===== config.mk =====
export PLATFORM = sky130hd
export DESIGN_NAME = vote_button_conditioner
export DESIGN_NICKNAME = d
export VERILOG_FILES = /design/src/rtl/vote_pkg.sv /design/src/rtl/sync_2ff.sv /design/src/rtl/vote_button_conditioner.sv
export SDC_FILE = /design/constraint.sdc
export NUM_CORES = 1
export LEC_CHECK = 0
export ABC_AREA = 0
export CAP_MARGIN = 25
export CELL_PAD_IN_SITES_DETAIL_PLACEMENT = 1
export CELL_PAD_IN_SITES_GLOBAL_PLACEMENT = 1
export CORE_MARGIN = 4
export CORE_UTILIZATION = 43
export CTS_CLUSTER_DIAMETER = 80
export DETAILED_ROUTE_END_ITERATION = 7
export PLACE_DENSITY = 0.78
export SETUP_SLACK_MARGIN = 0.15
export SLEW_MARGIN = 20
export SYNTH_ARGS = -nofsm -noshare
export SYNTH_HDL_FRONTEND = slang
export SYNTH_SLANG_ARGS = --single-unit

===== constraint.sdc =====
create_clock -name clock -period 2.1 [get_ports clock]
set_input_delay 0.42 -clock clock [delete_from_list [all_inputs] [get_ports clock]]
set_output_delay 0.42 -clock clock [all_outputs]
set_load 0.05 [all_outputs]

===== src/rtl/vote_pkg.sv =====
// Shared types for the vote button front-end.
// Holds the button count, the FSM state enum and a one-hot helper.
package vote_pkg;

  localparam int NUM_BUTTONS = 4;

  typedef enum logic [2:0] {
    IDLE,
    QUALIFY,
    FIRE,
    REJECT,
    WAIT_RELEASE
  } state_t;

  function automatic logic is_onehot(
    input logic [NUM_BUTTONS-1:0] v
  );
    logic [NUM_BUTTONS-1:0] one;
    one = {{(NUM_BUTTONS-1){1'b0}}, 1'b1};
    return (v != '0) && ((v & (v - one)) == '0);
  endfunction

endpackage


===== src/rtl/sync_2ff.sv =====
// Width-parametrized two-flop synchronizer, async active-low reset to 0.
// Ports: clock, reset, d (async in), q (synchronized out).
module sync_2ff #(
  parameter int WIDTH = 1
) (
  input  logic             clock,
  input  logic             reset,
  input  logic [WIDTH-1:0] d,
  output logic [WIDTH-1:0] q
);

  logic [WIDTH-1:0] s1;

  always_ff @(posedge clock or negedge reset) begin
    if (!reset) begin
      s1 <= '0;
      q  <= '0;
    end else begin
      s1 <= d;
      q  <= s1;
    end
  end

endmodule


===== src/rtl/vote_button_conditioner.sv =====
// Synchronizes four candidate buttons and emits one one-hot vote pulse
// per stable single-button press; multi-button holds raise multi_press.
// Ports: clock, reset (async active-low), button1..4 (raw async),
// vote_pulse[3:0], multi_press, busy (state != IDLE).
// Optional REJECT_CNT_EN adds reject_count[7:0] (saturating).
module vote_button_conditioner
  import vote_pkg::*;
#(
  parameter int HOLD_CYCLES    = 10,
  parameter int RELEASE_CYCLES = 4,
  parameter int CNT_W          = 8
) (
  input  logic       clock,
  input  logic       reset,
  input  logic       button1,
  input  logic       button2,
  input  logic       button3,
  input  logic       button4,
  output logic [3:0] vote_pulse,
  output logic       multi_press,
  output logic       busy
`ifdef REJECT_CNT_EN
  ,
  output logic [7:0] reject_count
`endif
);

  localparam logic [CNT_W-1:0] HOLD_LAST =
    CNT_W'(HOLD_CYCLES - 1);
  localparam logic [CNT_W-1:0] REL_LAST =
    CNT_W'(RELEASE_CYCLES - 1);

  logic [NUM_BUTTONS-1:0] pat;
  logic [NUM_BUTTONS-1:0] pat_q, pat_q_n;
  logic [CNT_W-1:0]       cnt, cnt_n;
  state_t                 state, state_n;
  logic [3:0]             vote_n;
  logic                   multi_n;

  sync_2ff #(
    .WIDTH(NUM_BUTTONS)
  ) u_sync (
    .clock(clock),
    .reset(reset),
    .d    ({button4, button3, button2, button1}),
    .q    (pat)
  );

  always_ff @(posedge clock or negedge reset) begin
    if (!reset) begin
      state       <= IDLE;
      cnt         <= '0;
      pat_q       <= '0;
      vote_pulse  <= '0;
      multi_press <= 1'b0;
    end else begin
      state       <= state_n;
      cnt         <= cnt_n;
      pat_q       <= pat_q_n;
      vote_pulse  <= vote_n;
      multi_press <= multi_n;
    end
  end

  // Outputs are registered on the edge that enters FIRE/REJECT,
  // so they are high exactly while the FSM sits in that state.
  always_comb begin
    state_n = state;
    cnt_n   = cnt;
    pat_q_n = pat_q;
    vote_n  = '0;
    multi_n = 1'b0;
    unique case (state)
      IDLE: begin
        if (pat != '0) begin
          state_n = QUALIFY;
          pat_q_n = pat;
          cnt_n   = '0;
        end
      end
      QUALIFY: begin
        if (pat == '0) begin
          state_n = IDLE;
        end else if (pat != pat_q) begin
          pat_q_n = pat;
          cnt_n   = '0;
        end else if (cnt == HOLD_LAST) begin
          if (is_onehot(pat_q)) begin
            state_n = FIRE;
            vote_n  = pat_q;
          end else begin
            state_n = REJECT;
            multi_n = 1'b1;
          end
        end else begin
          cnt_n = cnt + CNT_W'(1);
        end
      end
      FIRE, REJECT: begin
        state_n = WAIT_RELEASE;
        cnt_n   = '0;
      end
      WAIT_RELEASE: begin
        if (pat != '0) begin
          cnt_n = '0;
        end else if (cnt == REL_LAST) begin
          state_n = IDLE;
        end else begin
          cnt_n = cnt + CNT_W'(1);
        end
      end
      default: begin
        state_n = IDLE;
      end
    endcase
  end

  assign busy = (state != IDLE);

`ifdef REJECT_CNT_EN
  always_ff @(posedge clock or negedge reset) begin
    if (!reset) begin
      reject_count <= '0;
    end else if (state == QUALIFY && state_n == REJECT &&
                 reject_count != 8'hFF) begin
      reject_count <= reject_count + 8'd1;
    end
  end
`endif

endmodule


## Yosys cells after proc, flatten, opt, wreduce, memory -nomap -nowiden

Cells that the tools add are included.

- Output and inout port bits: 6
- Input port bits: 6
- Word-level logic and storage cells: 68
- Register bits after elaboration: 28

- Reductions and logical operators: 13
- $add $sub $neg: 2
- Mux-type cells: 29
- Eq/ne operators: 16
- Bitwise operators: 1

Operators by type and width:

| operator | count |
|---|---|
| 2-to-1 mux 8 bit | 6 |
| 2-to-1 mux 4 bit | 8 |
| case mux 8 bit (4 select lines) | 1 |
| 2-to-1 mux 3 bit | 6 |
| != test 3 bit, second input constant | 4 |
| case mux 3 bit (4 select lines) | 1 |
| nonzero test 4 bit | 3 |
| != test 2 bit, second input constant | 5 |
| AND reduction 5 bit | 2 |
| adder 8 x 1 -> 8 bit, second input constant | 1 |
| equality test 8 x 2 -> 1 bit, second input constant | 1 |
| equality test 8 x 4 -> 1 bit, second input constant | 1 |
| logical NOT 4 bit | 2 |
| case mux 4 bit (2 select lines) | 1 |
| equality test 3 x 2 -> 1 bit, second input constant | 2 |
| 2-to-1 mux 1 bit | 6 |
| AND 4 bit | 1 |
| != test 4 bit | 1 |
| AND reduction 4 bit | 1 |
| subtractor 4 x 1 -> 4 bit, second input constant | 1 |
| equality test 3 x 1 -> 1 bit, second input constant | 1 |
| equality test 3 bit, second input constant | 1 |
| logical NOT 3 bit | 1 |
| nonzero test 3 bit | 1 |
| 3 further kinds | 3 |

## Logic depth before layout (Yosys ltp)

Gate-level depths: netlist of the first run.

- Depth after elaboration: 9
- Gate-level depth with buffers: 7

## Modules after synthesis

From an unflattened synthesis of the first run, not the netlist that was laid out.

- Cell total of the unflattened synthesis: 119
- Area total of the unflattened synthesis: 1283.7 µm²

Modules (own cells, without submodules):

| module | seq. area each (µm²) | area an instance (µm²) | instances | cells each |
|---|---|---|---|---|
| vote_button_conditioner | 500.5 | 1083.5 | 1 | 111 |
| sync_2ff | 200.2 | 200.2 | 1 | 8 |

## Worst setup path after synthesis of the first run

Ideal clock, no wire load.

- Path type: register to register
- Start point: register u_sync.q[1]
- End point: register cnt[3]
- Slack: 0.193 ns
- Stages on the path, launching flop included: 6
- Arrival time: 1.781 ns
- Path through: dfrtp_1 -> or4_1 -> buf_2 -> o21ai_0 -> a211oi_4 -> a221o_1

- Cells in the longest elaborated chain, start to end: 4
- Elaborated cells on any way between the ends: 12
- Classes of those cells: eq/ne: 5; mux: 4; reduce/logical: 3

Ends and longest elaborated chain:

| what | line | source |
|---|---|---|
| from (decl) | sync_2ff.sv:9 | `output logic [WIDTH-1:0] q` |
| from (signal assigned) | sync_2ff.sv:17 | `q <= '0;` |
| from (signal assigned) | sync_2ff.sv:20 | `q <= s1;` |
| != test 4 bit | vote_button_conditioner.sv:84 | `end else if (pat != pat_q) begin` |
| 2-to-1 mux 8 bit | vote_button_conditioner.sv:84 |  |
| 2-to-1 mux 8 bit | vote_button_conditioner.sv:82 | `if (pat == '0) begin` |
| case mux 8 bit (4 select lines) | vote_button_conditioner.sv:73 | `unique case (state)` |
| to (signal assigned) | vote_button_conditioner.sv:58 | `cnt <= cnt_n;` |
| to (decl) | vote_button_conditioner.sv:35 | `logic [CNT_W-1:0] cnt, cnt_n;` |

Several ways; a longest one is shown, not always the timed one. The select of a mux whose other input is x is not followed.
A chain may end at the register's enable or synchronous reset.

## Worst setup path in the final report of the first run

- Start point: register cnt[7]
- End point: register cnt[5]

- Cells in the longest elaborated chain, start to end: 3
- Elaborated cells on any way between the ends: 5
- Classes of those cells: eq/ne: 4; reduce/logical: 1

Ends and longest elaborated chain:

| what | line |
|---|---|
| equality test 8 x 2 -> 1 bit / equality test 8 x 4 -> 1 bit (equally long branches) | vote_button_conditioner.sv:106, vote_button_conditioner.sv:87 |
| != test 3 bit (no source line) | - |
| AND reduction 5 bit (no source line) * | - |

Every way passes the cells marked *; elsewhere a longest branch is shown, timed or not.

==> results.yml, run 1 <==
setup_path:
  r2r_end: "cnt[5]"
  reg2reg_depth: 8
  cp_num_buf_inv: 3
  crit_fanout: 7
  crit_start: "cnt[7]"
  criticalPathCategory: "reg2reg"
  cp-end-kind: "flop"
  cp_cell_sequence: "nor4_4 > buf_4 > nand4_1 > nor2_2 > buf_4 > a211oi_4 > buf_6 > a221o_1"
  critPathArrivalTime_ns: 2.13
  max_stage_delay_ns: 0.46
  timing.critical_path.mode_cell: "buf_4"
  crit_cells: 8
  rrSetupSlack_ns: 0.20
  regToRegStartpoint: "cnt[7]"
  crit_family: "simple AND/OR/NAND/NOR gates"
  worstSetupStartpointType: "flop"
  cp_data_required_time_ns: 2.33
  slowest_stage: "dfrtp_2"
floorplan:
  initial_core_util: 0.4541
  coreArea_um2: 2805
  fp.dieH_um: 62.43
  ios: 12
  rows: 19
  dieArea_um2: 3897
  dieWidth_um: 62.43
clock_tree:
  root_buffer: "clkbuf_4"
  ctsLongestPathBuffers: 2
  htree_levels: 1
  clkSinkCount: 28
  ctsHoldBuffers: 0
  cts_tree: "yes"
  cts_made_buffers: 3
  clock_latency_ns: 0.33
  clk_pin_slew_ns: 0.15
global_route:
  grt_max_degree: 29
  grt_use_total: 0.1667
  grt_antenna_before_repair: 0
  grt_pass1_vias: 1097
  grt_overflow: 0
  grt_pass1_wl_um: 5271
pwr:
  swShare: 0.2103
  vdd_drop_max_mv: 0.2972
  switchingPower_w: 0.0002087
  power_frac_seq: 0.573
  power_density_nw_per_um2: 600.2
  p_int_w: 0.0007834
  clock_power_share: 0.352
  p_leak_nw: 0.8523
  pwr-share-comb: 0.075
synthesis:
  yosys.area_share.simple: 0.2338
  synth-edff-count: 0
  seq_area_frac_synth: 0.5501
  synthArstFlopShare: 1.000
  synthTopCellsByCount: "dfrtp_1, nand2_1, nor2_1, a221o_1, nand3_1"
  synthesis.area_um2: 1274
  syn_inst: 119
  ys_types: 37
  synth_top_area_cell: "dfrtp_1"
  syn_avg_cell_area_um2: 10.70
  yosys.cell_count.top_type: "dfrtp_1"
  synth_area_leaders: "dfrtp_1, a221o_1, nand2_1"
  yosysTopAreaCellShare: 0.5501
  synth_compound_area_frac: 0.1385
  synth_xor_area_frac: 0.02750
  synth_adder_area_share: 0.01965
  synth_top_family_by_area: "simple AND/OR/NAND/NOR gates"
  muxShareOfSynthArea: 0.008841
  ys.flop_type: "dfrtp_1"
  synth-seq-cells: 28
  yosysWarnings: 0
  syn_nets: 127
drt:
  via_count: 1034
  viasPerCell: 5.777
  drc: 0
  routed_wirelength_um: 2891
  avgRoutedWirePerCell_um: 16.15
  first_pass_iters: 4
  ant_nets: 0
  drt_iter0_markers: 34
final_layout:
  syn2layout_area_growth_pct: 29.76
  final_util: 0.5892
  regArea_um2: 701.9
  fin_area_um2: 1653
  n_fill_cell: 302
  antenna_cells: 0
  drive_above_1_share: 0.2703
  num-nets-final: 157
  multi_input_area_um2: 593.1
timing:
  final_hold_viol_count: 0
  finalMaxSlewViolations: 0
  fin_skew_ns: 0.007540
  min_period_ns: 1.903
  relSlewSlack: 0.6536
  setup_violations: 0
  timing.final.crit_share: 0.9063
  max_freq_mhz: 525.5
  finalWorstSetupSlack_ns: 0.1969
  rsz0062_at_grt: "yes"
  worstMarginPinSlew_ns: 0.5188
  setup_tns_ns: 0
status:
  status: "completed"
placement:
  port_buffers: 11
  dp_hpwl_um: 2006
  post-place-ws_ns: 0.05723
  globalplace.congestion: 0.7878
  placed_cell_area_um2: 1475
run:
  maxCapViolCount: 0
hold_path:
  hold_end: "u_sync.q[1]"
  holdPathStages: 0
  hold_class: "reg2reg"
  holdCritStartpoint: "u_sync.s1[1]"
[final cells by class]
class                           count  share of cell area
Clock buffer                        3             0.01363
Clock inverter                      1             0.01817
Inverter                            4            0.009084
Multi-Input combinational cell     84              0.3588
Sequential cell                    28              0.4247
Tap cell                           31             0.02347
Timing Repair Buffer               28              0.1522
[placed cells by master, fill, tap and decap left out, types with 2 or more instances in the layout]
| master | Yosys | final |
|---|---|---|
| a221o_1 | 6 | 6 |
| and3_2 | 4 | 4 |
| buf_4 | 0 | 17 |
| clkbuf_4 | 0 | 3 |
| clkdlybuf4s50_1 | 0 | 5 |
| dfrtp_1 | 28 | 27 |
| dlymetal6s2s_1 | 0 | 5 |
| inv_1 | 4 | 4 |
| nand2_1 | 16 | 16 |
| nand2b_1 | 2 | 2 |
| nand3_1 | 5 | 5 |
| nand3b_1 | 2 | 2 |
| nand4_1 | 2 | 2 |
| nor2_1 | 12 | 11 |
| o21ai_0 | 4 | 3 |
| or2_2 | 2 | 2 |
| xnor2_1 | 4 | 4 |
[metrics by stage]
| step | power (W) | std cells | hold slack [ns] |
|---|---|---|---|
| after CTS | 0.001009 | 176 | 0.3772 |
| after floorplan | 0.0006092 | 119 | 0.1244 |
| after detailed placement | 0.0006444 | 167 | 0.3418 |
| after global placement | 0.0006400 | 167 | 0.3349 |
| final | 0.0009921 | 179 | 0.3724 |
| after global routing | 0.001051 | 179 | 0.3917 |
[logic make-up after synthesis]
kind of cell    after synthesis
flops                        28
mux                           1
buf+inv                       7
xor+xnor                      4
simple gates                 58
compound gates               19
fa+ha+maj                     2
[registers in the layout (all words and copies together) (netlist names)]
register,count
cnt,8
multi_press,1
pat_q,4
state,3
u_sync.q,4
u_sync.s1,4
vote_pulse,4
[timing repair]
action | CTS | global route
gates resized for setup | 4 | 14
setup buffers | 5 | 3
pin swaps | 2 | 11
setup endpoints to repair | 8 | 16
[worst max-delay path by stage]
stage / to / slack (ns)
final: cnt[5] / 0.20
after global routing: cnt[4] / 0.06
after CTS: cnt[6] / 0.15
after detailed placement: cnt[6] / 0.06
after global placement: cnt[4] / 0.11
after floorplan: cnt[3] / 0.19
[power groups by stage]
stage          registers, W  clock network [W]  logic (W)
4_1_cts            0.000568           0.000366  0.0000738
6_report           0.000568           0.000350  0.0000740
3_3_place_gp       0.000577                  0  0.0000632
3_5_place_dp       0.000579                  0  0.0000655
5_1_grt            0.000572           0.000396  0.0000832
2_1_floorplan      0.000571                  0  0.0000381
[metal layers]
layer | track usage | part of all wire
met5 | 0 | 0
met4 | 0.06612 | 0.012
met3 | 0.02518 | 0.032
met2 | 0.2810 | 0.51
met1 | 0.2145 | 0.44
[worst register-to-register path, delay by kind of cell (launching register included)]
| family | cells | cell delay [ns] |
|---|---|---|
| compound gates | 2 | 0.37 |
| buf+inv | 3 | 0.46 |
| flops | 1 | 0.46 |
| simple gates | 3 | 0.52 |
No activity file was read; power rests on OpenSTA's default activity.
==> run 2: changes to the inputs <==
==> constraint.sdc (replaced) <==
create_clock -name clock -period 2.1 [get_ports clock]
set_input_delay 0.315 -clock clock [delete_from_list [all_inputs] [get_ports clock]]
set_output_delay 0.315 -clock clock [all_outputs]
set_load 0.05 [all_outputs]
==> run 2 against run 1 <==
Effect of this change: sequential cell count unchanged; combinational power down 2%; register-to-register slack better by 0.04 ns; critical endpoint is now busy.
==> results.yml, run 2 (synthesis gave the netlist of run 1 again) <==
global_route:
  grt_overflow: 0
  grt_pass1_vias: 1052
  grt_max_degree: 29
  grt_pass1_wl_um: 4954
  grt_antenna_before_repair: 0
  grt_use_total: 0.1578
setup_path:
  r2r_end: "cnt[4]"
  worstSetupStartpointType: "flop"
  cp_data_required_time_ns: 1.78
  critPathArrivalTime_ns: 1.57
  reg2reg_depth: 8
  rrSetupSlack_ns: 0.24
  cp-end-kind: "output port"
  criticalPathCategory: "reg2out"
  crit_fanout: 8
  regToRegStartpoint: "cnt[4]"
clock_tree:
  clk_pin_slew_ns: 0.16
  root_buffer: "clkbuf_4"
  clock_latency_ns: 0.33
  clkSinkCount: 28
  ctsHoldBuffers: 0
  cts_made_buffers: 3
  htree_levels: 1
  cts_tree: "yes"
  ctsLongestPathBuffers: 2
timing:
  relSlewSlack: 0.6687
  finalMaxSlewViolations: 0
  setup_violations: 0
  min_period_ns: 1.887
  setup_tns_ns: 0
  timing.final.crit_share: 0.8986
  rsz0062_at_grt: "yes"
  fin_skew_ns: 0.01293
  final_hold_viol_count: 0
  worstMarginPinSlew_ns: 0.4953
  max_freq_mhz: 529.9
drt:
  viasPerCell: 5.631
  ant_nets: 0
  avgRoutedWirePerCell_um: 15.25
  via_count: 991
  drt_iter0_markers: 71
  routed_wirelength_um: 2684
  first_pass_iters: 4
  drc: 0
pwr:
  power_density_nw_per_um2: 618.1
  p_int_w: 0.0007824
  switchingPower_w: 0.0002107
  vdd_drop_max_mv: 0.5472
  power_frac_seq: 0.572
  clock_power_share: 0.356
  pwr-share-comb: 0.073
  p_leak_nw: 0.7399
  swShare: 0.2121
final_layout:
  final_util: 0.5727
  drive_above_1_share: 0.2414
  largest-register: "cnt"
  layout_commonest_cell: "dfrtp_1"
  syn2layout_area_growth_pct: 26.13
  n_fill_cell: 302
  layout_common_cells: "dfrtp_1, nand2_1, buf_4"
  regArea_um2: 703.2
  antenna_cells: 0
  num-nets-final: 154
  largest_reg_flops: 8
  multi_input_area_um2: 576.8
floorplan:
  dieWidth_um: 62.43
  dieArea_um2: 3897
  fp.dieH_um: 62.43
  ios: 12
  coreArea_um2: 2805
  rows: 19
  initial_core_util: 0.4541
run:
  maxCapViolCount: 0
hold_path:
  hold_class: "in2async"
status:
  status: "completed"
placement:
  globalplace.congestion: 0.7830
  port_buffers: 11
  dp_hpwl_um: 1800
run 2: worst max path at each step:
| stage | startpoint | endpoint | slack (ns) | cells past startpoint |
|---|---|---|---|---|
| 6_report | state[2] | busy | 0.21 | 2 |
| 5_1_grt | state[2] | busy | 0.14 | 2 |
| 4_1_cts | u_sync.q[1] | cnt[6] | 0.16 | 5 |
| 3_5_place_dp | u_sync.q[1] | cnt[2] | 0.08 | 4 |
| 3_3_place_gp | u_sync.q[1] | cnt[4] | 0.13 | 4 |
| 2_1_floorplan | u_sync.q[1] | cnt[3] | 0.19 | 5 |
run 2: cell type report:
type / instances / area share
Sequential cell: 28 / 0.4377
Clock inverter: 1 / 0.01869
Tap cell: 31 / 0.02414
Clock buffer: 3 / 0.01402
Timing Repair Buffer: 25 / 0.1371
Inverter: 4 / 0.009346
Multi-Input combinational cell: 84 / 0.3590
run 2: power groups by stage:
stage	registers, W	clock network (W)	logic [W]
global route	0.000571	0.000394	0.0000829
CTS	0.000567	0.000365	0.0000733
finish	0.000568	0.000353	0.0000723
detailed placement	0.000578	0	0.0000653
global placement	0.000577	0	0.0000630
floorplan	0.000571	0	0.0000381
run 2: routing by layer:
metal | track usage | vias up | wire (um) | share of wire
met5 | 0 | - | 0 | 0
li1 | - | 475 | - | -
met4 | 0.04959 | 0 | 18 | 0.0067
met2 | 0.2570 | 19 | 1379 | 0.51
met3 | 0.04496 | 2 | 97 | 0.036
met1 | 0.2030 | 495 | 1189 | 0.44
run 2: critical path, stage by stage (launching register included):
cell and delay (ns):
dfrtp_1 0.51, or3_1 0.40, clkdlybuf4s15_2 0.34
run 2: metrics by stage:
stage | hold WS [ns] | power, W | cell area, um2 | worst slack (ns) | cells
4_1_cts | 0.3341 | 0.001006 | 1577 | 0.1604 | 175
3_5_place_dp | 0.3373 | 0.0006431 | 1463 | 0.08466 | 165
2_1_floorplan | 0.01941 | 0.0006092 | 1274 | 0.1931 | 119
3_3_place_gp | 0.3355 | 0.0006398 | 1463 | 0.1316 | 165
5_1_grt | 0.3484 | 0.001048 | 1607 | 0.1363 | 176
6_report | 0.3361 | 0.0009930 | 1607 | 0.2129 | 176
run 2: what timing repair did:
action / in CTS / in global routing
gates cloned: 0 / 0
hold endpoints to repair: 0 / 0
gates resized for setup: 7 / 6
endpoints found under the setup margin: 9 / 9
pin swaps: 1 / 6
buffers inserted: 6 / 1
==> run 3: changes to the inputs <==
--- a/config.mk
+++ b/config.mk
@@ -9,11 +9,11 @@
 export CAP_MARGIN = 25
 export CELL_PAD_IN_SITES_DETAIL_PLACEMENT = 1
 export CELL_PAD_IN_SITES_GLOBAL_PLACEMENT = 1
-export CORE_MARGIN = 4
+export CORE_MARGIN = 2
 export CORE_UTILIZATION = 43
 export CTS_CLUSTER_DIAMETER = 80
 export DETAILED_ROUTE_END_ITERATION = 7
-export PLACE_DENSITY = 0.78
+export PLACE_DENSITY_LB_ADDON = 0.1
 export SETUP_SLACK_MARGIN = 0.15
 export SLEW_MARGIN = 20
 export SYNTH_ARGS = -nofsm -noshare
==> run 3 against run 2 <==
Effect of this change: worst setup slack worse by 0.079 ns; critical path depth up 6; clock skew is 0.0022 ns lower; first-iteration DRC count down 42%; via count is 2.0% higher; die area fell by 12%; non-clock buffer count decreased by 1; clock power up 2%; utilization is 0.23 points lower; register-to-register slack worse by 0.11 ns; maximum frequency decreased by 4.0%; largest cell class unchanged; largest power group unchanged; highest routed layer unchanged.
==> results.yml, run 3 (synthesis gave the netlist of run 1 again) <==
status:
  status: "completed"
final_layout:
  num-nets-final: 153
  largest_reg_flops: 8
  layout_commonest_cell: "dfrtp_1"
  drive_above_1_share: 0.2292
  antenna_cells: 0
  n_fill_cell: 304
  layout_common_cells: "dfrtp_1, nand2_1, nor2_1, buf_4, clkdlybuf4s50_1"
  largest-register: "cnt"
  syn2layout_area_growth_pct: 24.56
timing:
  final_hold_viol_count: 0
  finalMaxSlewViolations: 0
  fin_skew_ns: 0.01074
  setup_violations: 0
  finalWorstSetupSlack_ns: 0.1341
  max_freq_mhz: 508.7
  min_period_ns: 1.966
  relSlewSlack: 0.6710
  timing.final.crit_share: 0.9362
  setup_tns_ns: 0
  rsz0062_at_grt: "no"
  worstMarginPinSlew_ns: 0.4920
  fin_hold_ws_ns: 0.3275
floorplan:
  initial_core_util: 0.4579
  fp.dieH_um: 58.43
  dieArea_um2: 3413
  dieWidth_um: 58.43
  coreArea_um2: 2781
  ios: 12
  rows: 19
setup_path:
  max_stage_delay_ns: 0.45
  slowest_stage: "dfrtp_1"
  timing.critical_path.mode_cell: "buf_4"
  criticalPathCategory: "reg2reg"
  worstSetupStartpointType: "flop"
  rrSetupSlack_ns: 0.13
  critPathArrivalTime_ns: 2.21
  crit_fanout: 8
  cp-end-kind: "flop"
  cp_data_required_time_ns: 2.34
  cp_cell_sequence: "nor4_2 > buf_4 > a41oi_1 > o21ai_1 > buf_4 > a211oi_4 > buf_6 > a221o_1"
drt:
  first_pass_iters: 4
  routed_wirelength_um: 3028
  drc: 0
  drt_iter0_markers: 41
  ant_nets: 0
  avgRoutedWirePerCell_um: 17.30
  via_count: 1011
  viasPerCell: 5.777
clock_tree:
  clkSinkCount: 28
  root_buffer: "clkbuf_4"
  clk_pin_slew_ns: 0.16
  ctsLongestPathBuffers: 2
  cts_tree: "yes"
  ctsHoldBuffers: 0
  cts_made_buffers: 3
  htree_levels: 1
  clock_latency_ns: 0.34
global_route:
  grt_pass1_vias: 1033
  grt_overflow: 0
  grt_antenna_before_repair: 0
  grt_pass1_wl_um: 4602
  grt_use_total: 0.1814
  grt_max_degree: 29
placement:
  globalplace.congestion: 0.8493
  port_buffers: 11
  post-place-ws_ns: 0.03995
  dp_hpwl_um: 1902
pwr:
  vdd_drop_max_mv: 0.4611
  p_leak_nw: 0.7305
  power_density_nw_per_um2: 630.4
hold_path:
  hold_class: "in2async"
run:
  maxCapViolCount: 0
run 3: cell count changes in the layout (fill, tap and decap cells not counted), sizes merged:
| cell | previous run | this run |
|---|---|---|
| buf | 14 | 13 |
run 3: timing repair:
action	in CTS	in global routing
pin swaps	1	2
buffers inserted	4	2
gates resized for setup	5	7
endpoints found under the setup margin	9	9
run 3: power breakdown:
part | internal, W | total, W | switching (W)
Sequential | 0.000553 | 0.000568 | 0.0000150
Clock | 0.000193 | 0.000360 | 0.000167
Combinational | 0.0000357 | 0.0000723 | 0.0000366
Total | 0.000782 | 0.00100 | 0.000218
run 3: path summary, 6_finish.rpt:
kind / end / start / cells past startpoint
min reg2reg: u_sync.q[3] / u_sync.s1[3] / 0
min: cnt[4] / reset / 2
max reg2reg: cnt[6] / cnt[6] / 8
min in group clock: u_sync.q[3] / u_sync.s1[3] / 0
max in group asynchronous: state[2] / reset / 2
max: cnt[6] / cnt[6] / 8
run 3: routing by layer:
metal,vias up,part of all wire,track usage
li1,471,-,-
met1,506,0.43,0.2248
met2,25,0.51,0.3162
met3,9,0.033,0.01978
met4,0,0.024,0.08306
met5,-,0,0
run 3: per-stage QoR:
step                      std cells  cell area, um2  total power, W  utilization
final                           175            1587        0.001000       0.5704
after global routing            175            1587        0.001037       0.5704
after CTS                       173            1554        0.001006       0.5587
after detailed placement        165            1463       0.0006449       0.5259
after global placement          165            1463       0.0006403       0.5259
after floorplan                 119            1274       0.0006092            -
run 3: critical path: cells and delay by family (launching register included):
kind	cells	cell delay (ns)
and+or+nand+nor	1	0.30
DFF	1	0.45
buffers and inverters	3	0.46
AOI/OAI and AO/OA	4	0.66
run 3: area by class of cell:
| class | count | area [um2] | share of cell area |
|---|---|---|---|
| flip-flops and latches | 28 | 703.2 | 0.4432 |
| clock inverters | 1 | 30.03 | 0.01893 |
| repair buffers | 24 | 212.7 | 0.1341 |
| multi-input cells | 84 | 564.3 | 0.3557 |
| well taps | 31 | 38.79 | 0.02445 |
| clock buffers | 3 | 22.52 | 0.01420 |
| inverters | 4 | 15.01 | 0.009464 |
